File: src/rtl/bit_seq_pkg.sv
// Shared constants for the serial pattern transmitter: one-hot FSM encodings
// and the state vector width.
package bit_seq_pkg;

    localparam int unsigned STATE_W = 4;

    localparam logic [STATE_W-1:0] ST_IDLE  = 4'b0001;
    localparam logic [STATE_W-1:0] ST_SHIFT = 4'b0010;
    localparam logic [STATE_W-1:0] ST_GAP   = 4'b0100;
    localparam logic [STATE_W-1:0] ST_DONE  = 4'b1000;

endpackage

File: src/rtl/piso_shift.sv
// Parallel-in serial-out register, MSB first. Load wins over shift; shifting
// fills zeros from the bottom, so a fully shifted word reads back as zero.
module piso_shift #(
    parameter int unsigned WIDTH = 8
) (
    input  logic             clk,
    input  logic             rst,
    input  logic             load_i,
    input  logic             shift_i,
    input  logic [WIDTH-1:0] din_i,
    output logic             msb_o
);

    logic [WIDTH-1:0] data_q;

    // Shift register with synchronous reset
    always_ff @(posedge clk) begin
        if (rst) begin
            data_q <= {WIDTH{1'b0}};
        end else if (load_i) begin
            data_q <= din_i;
        end else if (shift_i) begin
            data_q <= {data_q[WIDTH-2:0], 1'b0};
        end else begin
            data_q <= data_q;
        end
    end

    assign msb_o = data_q[WIDTH-1];

endmodule

File: src/rtl/bit_seq_tx.sv
// Serial pattern transmitter: captures a word on load and shifts it out MSB
// first, optionally repeating it with an idle gap between frames.
module bit_seq_tx
    import bit_seq_pkg::*;
#(
    parameter int unsigned WIDTH = 8,
    parameter int unsigned GAP   = 2,
    parameter int unsigned REP_W = 4
) (
    input  logic               clk,
    input  logic               rst,
    input  logic               load,
    input  logic [WIDTH-1:0]   data_in,
    input  logic [REP_W-1:0]   rep_in,
    output logic               ready,
    output logic               dout,
    output logic               dout_valid,
    output logic               done,
    output logic [STATE_W-1:0] state
);

    localparam int unsigned CNT_W  = $clog2(WIDTH);
    localparam int unsigned GAP_CW = (GAP > 1) ? $clog2(GAP) : 1;
    localparam logic [CNT_W-1:0]  BIT_LAST = CNT_W'(WIDTH - 1);
    localparam logic [GAP_CW-1:0] GAP_LAST = GAP_CW'((GAP > 0) ? (GAP - 1) : 0);
    localparam bit GAP_EN = (GAP > 0);

    logic [STATE_W-1:0] state_q, state_d;
    logic [CNT_W-1:0]   bit_cnt_q, bit_cnt_d;
    logic [GAP_CW-1:0]  gap_cnt_q, gap_cnt_d;
    logic [REP_W-1:0]   rep_cnt_q, rep_cnt_d;
    logic [WIDTH-1:0]   hold_q, hold_d;
    logic               ready_q, valid_q, done_q;
    logic               sh_load_s, sh_shift_s;
    logic [WIDTH-1:0]   sh_din_s;

    // Next-state, counter and shift-control decode
    always_comb begin
        state_d    = state_q;
        bit_cnt_d  = bit_cnt_q;
        gap_cnt_d  = gap_cnt_q;
        rep_cnt_d  = rep_cnt_q;
        hold_d     = hold_q;
        sh_load_s  = 1'b0;
        sh_shift_s = 1'b0;
        sh_din_s   = hold_q;
        case (state_q)
            ST_IDLE: begin
                if (load) begin
                    hold_d    = data_in;
                    rep_cnt_d = rep_in;
                    bit_cnt_d = {CNT_W{1'b0}};
                    sh_load_s = 1'b1;
                    sh_din_s  = data_in;
                    state_d   = ST_SHIFT;
                end else begin
                    state_d = ST_IDLE;
                end
            end
            ST_SHIFT: begin
                if (bit_cnt_q == BIT_LAST) begin
                    bit_cnt_d = {CNT_W{1'b0}};
                    if (rep_cnt_q != {REP_W{1'b0}}) begin
                        rep_cnt_d = rep_cnt_q - REP_W'(1);
                        if (GAP_EN) begin
                            // Shifting out the last bit leaves the register zero for the gap
                            sh_shift_s = 1'b1;
                            gap_cnt_d  = {GAP_CW{1'b0}};
                            state_d    = ST_GAP;
                        end else begin
                            sh_load_s = 1'b1;
                            state_d   = ST_SHIFT;
                        end
                    end else begin
                        sh_shift_s = 1'b1;
                        state_d    = ST_DONE;
                    end
                end else begin
                    bit_cnt_d  = bit_cnt_q + CNT_W'(1);
                    sh_shift_s = 1'b1;
                    state_d    = ST_SHIFT;
                end
            end
            ST_GAP: begin
                if (gap_cnt_q == GAP_LAST) begin
                    gap_cnt_d = {GAP_CW{1'b0}};
                    sh_load_s = 1'b1;
                    state_d   = ST_SHIFT;
                end else begin
                    gap_cnt_d = gap_cnt_q + GAP_CW'(1);
                    state_d   = ST_GAP;
                end
            end
            ST_DONE: begin
                state_d = ST_IDLE;
            end
            default: begin
                state_d   = ST_IDLE;
                bit_cnt_d = {CNT_W{1'b0}};
                gap_cnt_d = {GAP_CW{1'b0}};
                rep_cnt_d = {REP_W{1'b0}};
                sh_load_s = 1'b1;
                sh_din_s  = {WIDTH{1'b0}};
            end
        endcase
    end

    // State, counters and registered status outputs
    always_ff @(posedge clk) begin
        if (rst) begin
            state_q   <= ST_IDLE;
            bit_cnt_q <= {CNT_W{1'b0}};
            gap_cnt_q <= {GAP_CW{1'b0}};
            rep_cnt_q <= {REP_W{1'b0}};
            hold_q    <= {WIDTH{1'b0}};
            ready_q   <= 1'b1;
            valid_q   <= 1'b0;
            done_q    <= 1'b0;
        end else begin
            state_q   <= state_d;
            bit_cnt_q <= bit_cnt_d;
            gap_cnt_q <= gap_cnt_d;
            rep_cnt_q <= rep_cnt_d;
            hold_q    <= hold_d;
            ready_q   <= (state_d == ST_IDLE);
            valid_q   <= (state_d == ST_SHIFT);
            done_q    <= (state_d == ST_DONE);
        end
    end

    // The shift register's MSB flop is the dout register itself
    piso_shift #(
        .WIDTH (WIDTH)
    ) u_piso (
        .clk     (clk),
        .rst     (rst),
        .load_i  (sh_load_s),
        .shift_i (sh_shift_s),
        .din_i   (sh_din_s),
        .msb_o   (dout)
    );

    assign ready      = ready_q;
    assign dout_valid = valid_q;
    assign done       = done_q;
    assign state      = state_q;

endmodule

File: config.mk
export PLATFORM = sky130hd
export DESIGN_NAME = bit_seq_tx
export DESIGN_NICKNAME = d
export VERILOG_FILES = /design/src/rtl/bit_seq_pkg.sv /design/src/rtl/piso_shift.sv /design/src/rtl/bit_seq_tx.sv
export SDC_FILE = /design/constraint.sdc
export NUM_CORES = 1
export LEC_CHECK = 0
export CORE_MARGIN = 3
export CORE_UTILIZATION = 50
export DETAILED_ROUTE_END_ITERATION = 16
export HOLD_SLACK_MARGIN = 0.1
export PLACE_DENSITY = 0.7
export SLEW_MARGIN = 10
export SYNTH_ARGS = -nofsm -noshare
export SYNTH_HDL_FRONTEND = slang
export SYNTH_SLANG_ARGS = --single-unit
File: constraint.sdc
create_clock -name clk -period 2.39 [get_ports clk]
set_input_delay 0.717 -clock clk [delete_from_list [all_inputs] [get_ports clk]]
set_output_delay 0.717 -clock clk [all_outputs]
set_load 0.03 [all_outputs]
==> results.json, run 1 <==
{
  "outcome": "complete, no violations",
  "multi_input_area_um2": 951,
  "syn_area_mm2": 0.00174,
  "start_kind": "flop",
  "numCtsBuffers": 5,
  "via_count": 1602,
  "rr_endpoint": "u_piso.data_q[6]$_SDFFE_PP0P_",
  "synth_cell_type_count": 49,
  "async_reset_ff_share_pct": 0,
  "slew_headroom_pct": 56.5,
  "clkPwrFrac_pct": 26.0,
  "synth_top_area_share_pct": 35.7,
  "cts.sinks": 31,
  "final_hold_viol_count": 0,
  "clock_path_buffers": 2,
  "core_area_mm2": 0.00318,
  "synth_seq_cells": 31,
  "reg2reg_slack_ns": 0.35,
  "ys_seq_area_share_pct": 35.7,
  "synth_edf_count": 0,
  "critPathTopFamily": "buffers and inverters",
  "cts_htree_levels": 2,
  "p_total_mw": 1.20,
  "seqPwrFrac_pct": 48.7,
  "max_cap_viol_count": 0,
  "clk_transition_reported_paths_ns": 0.10,
  "via_per_inst": 6.00,
  "crit_arrival_ns": 1.55,
  "synthTopCellsByCount": "dfxtp_1 (31), nor2_1 (17), nand2_1 (15)",
  "synth_ff_type": "dfxtp_1",
  "dieArea_mm2": 0.00423,
  "grt_pass1_vias": 1461,
  "postSynthAreaPerCell_um2": 8.75,
  "maxSlewViolCount": 0,
  "finalSetupTns_ns": 0,
  "place_area_mm2": 0.00196,
  "drc": 0,
  "holdCritStartpoint": "hold_q[6]$_SDFFE_PP0P_",
  "syn2layout_area_growth_pct": 16.0,
  "grt_pass1_wl_mm": 6.56,
  "switching_share_pct": 31.1,
  "p_per_area_mw_per_mm2": 595,
  "skew_ns": 0.0113,
  "cts_resized": 1,
  "chipHeight_um": 65,
  "synth_top_area_cell": "dfxtp_1",
  "drt-met1-wl_mm": 1.73,
  "postCtsHoldBufs": 0,
  "antenna_found_initial": 0,
  "crit_chain": "clkdlybuf4s50_1",
  "grt_max_degree": 27,
  "min_period_ns": 2.27,
  "whs_path_depth": 2,
  "intPower_mw": 0.827,
  "drt_wl_total_mm": 4.02,
  "dp_hpwl_mm": 2.98,
  "p_sw_mw": 0.374,
  "grt_use_total_pct": 19.8,
  "peakVddDrop_v": 0.000341,
  "syn_inst": 199,
  "path_buf_inv": 1,
  "fin_cells": 267,
  "drive_gt1_share_pct": 13.5,
  "route.met2.wl_mm": 2.00,
  "seq_area_um2": 622,
  "worst_pin_slew_ns": 0.651,
  "power_frac_comb_pct": 25.3,
  "diodes": 0,
  "start_util_pct": 54.8,
  "timing.fmax_ghz": 0.441,
  "cp-end-kind": "output port",
  "first_pass_iters": 4,
  "io_buffers": 22,
  "slowest_delay_ns": 0.73,
  "stdcell_area_mm2": 0.00202,
  "crit_path_max_fanout": 9,
  "worstSetupPathType": "reg2out",
  "dp_cells": 260,
  "reg2regPathDepth": 5,
  "r2r_start": "state[2]$_SDFF_PP0_",
  "drtIter0Drc": 86,
  "rsz0062_at_grt": "no",
  "wl_met3_um": 248,
  "final_util_pct": 63.5,
  "clock_latency_ns": 0.34,
  "num_rows": 20,
  "finalSetupViolCount": 0,
  "timing.hold.ws_ns": 0.462,
  "cts_tree": "yes",
  "fin_nets": 242,
  "die_w_um": 65,
  "grt_remaining_overflow": 0,
  "synth_area_leaders": "dfxtp_1 (36%), a211oi_1 (3.9%), a21oi_1 (3.7%), nor2_1 (3.7%), a311oi_1 (3.5%)",
  "slowest_stage": "clkdlybuf4s50_1",
  "post-place-ws_ns": -0.0375,
  "gp_congestion": 0.827,
  "fill_cells": 292,
  "routed.top_layer": "met4",
  "hold-path-endpoint": "hold_q[6]$_SDFFE_PP0P_",
  "worst_slack_ns": 0.125,
  "cp.required_ns": 1.67,
  "leakagePower_nw": 0.783,
  "synth.most_common_cell": "dfxtp_1",
  "yosys_warnings": 0,
  "period_share_pct": 94.8,
  "syn_nets": 218,
  "cts-root-buf": "clkbuf_4",
  "final_antenna_net_count": 0,
  "post_cts_buffers": 0,
  "hold_class": "reg2reg",
  "wl_per_cell_um": 15.1,
  "ioPinCount": 23
}
placed cells by master (no fill, tap or decap), types with 3 or more instances in the layout:
cell,n
clkdlybuf4s50_1,21
o21ai_0,5
inv_1,7
a211oi_1,9
o22a_1,7
nor3_1,5
a31oi_1,9
ha_1,4
nor2_1,17
o21ai_1,3
buf_4,12
a21oi_1,13
dfxtp_1,30
a311oi_1,7
nor2b_1,3
clkbuf_4,5
nand2_1,15
nand3_1,10
registers in the layout, summed over array words and instances (netlist names):
name and cells:
done 1, gap_cnt_q 1, hold_q 8, state 4
ready 1, dout_valid 1, bit_cnt_q 3, u_piso.data_q 8
rep_cnt_q 4
how the worst max path moves through the flow:
stage                        startpoint                            end  cells past startpoint
floorplan           state[2]$_SDFF_PP0_  u_piso.data_q[1]$_SDFFE_PP0P_                      5
global placement                   load  u_piso.data_q[6]$_SDFFE_PP0P_                      5
detailed placement                 load  u_piso.data_q[6]$_SDFFE_PP0P_                      5
CTS                 state[1]$_SDFF_PP0_                       state[1]                      1
global route        state[2]$_SDFF_PP0_                       state[2]                      1
finish              state[2]$_SDFF_PP0_                       state[2]                      1
cell type report:
type                       count  area share (%)
timing repair buffer          34            15.3
sequential                    31            30.8
tap                           44            2.73
clock inverter                 1           0.248
clock buffer                   6            2.54
inverter                       7            1.30
multi-input combinational    144            47.1
metal layers:
layer | up-vias | global-route usage [%]
li1 | 795 | -
met1 | 746 | 24.0
met2 | 55 | 34.0
met3 | 6 | 5.72
met4 | 0 | 5.54
met5 | - | 0
cells by family after synthesis:
kind of cell	synth area share [%]
and+or+nand+nor	21.1
AOI/OAI and AO/OA	29.6
buffers and inverters	9.71
xor gates and xnor gates	1.01
adders and majority gates	2.88
DFF	35.7
power groups by stage:
stage | registers, mW | logic (mW) | clock network [mW]
3_3_place_gp | 0.593 | 0.293 | 0
6_report | 0.584 | 0.304 | 0.313
3_5_place_dp | 0.595 | 0.302 | 0
5_1_grt | 0.589 | 0.330 | 0.347
2_1_floorplan | 0.606 | 0.208 | 0
4_1_cts | 0.583 | 0.303 | 0.321
(Power assumes the default switching activity.)
==> inputs of run 2 (changes only) <==
- CTS_BUF_LIST: unset -> sky130_fd_sc_hd__clkbuf_4 sky130_fd_sc_hd__clkbuf_8
- CTS_CLUSTER_SIZE: unset -> 20
==> results of run 2 <==
Final layout, timing and power as in run 1 (identical DEF).
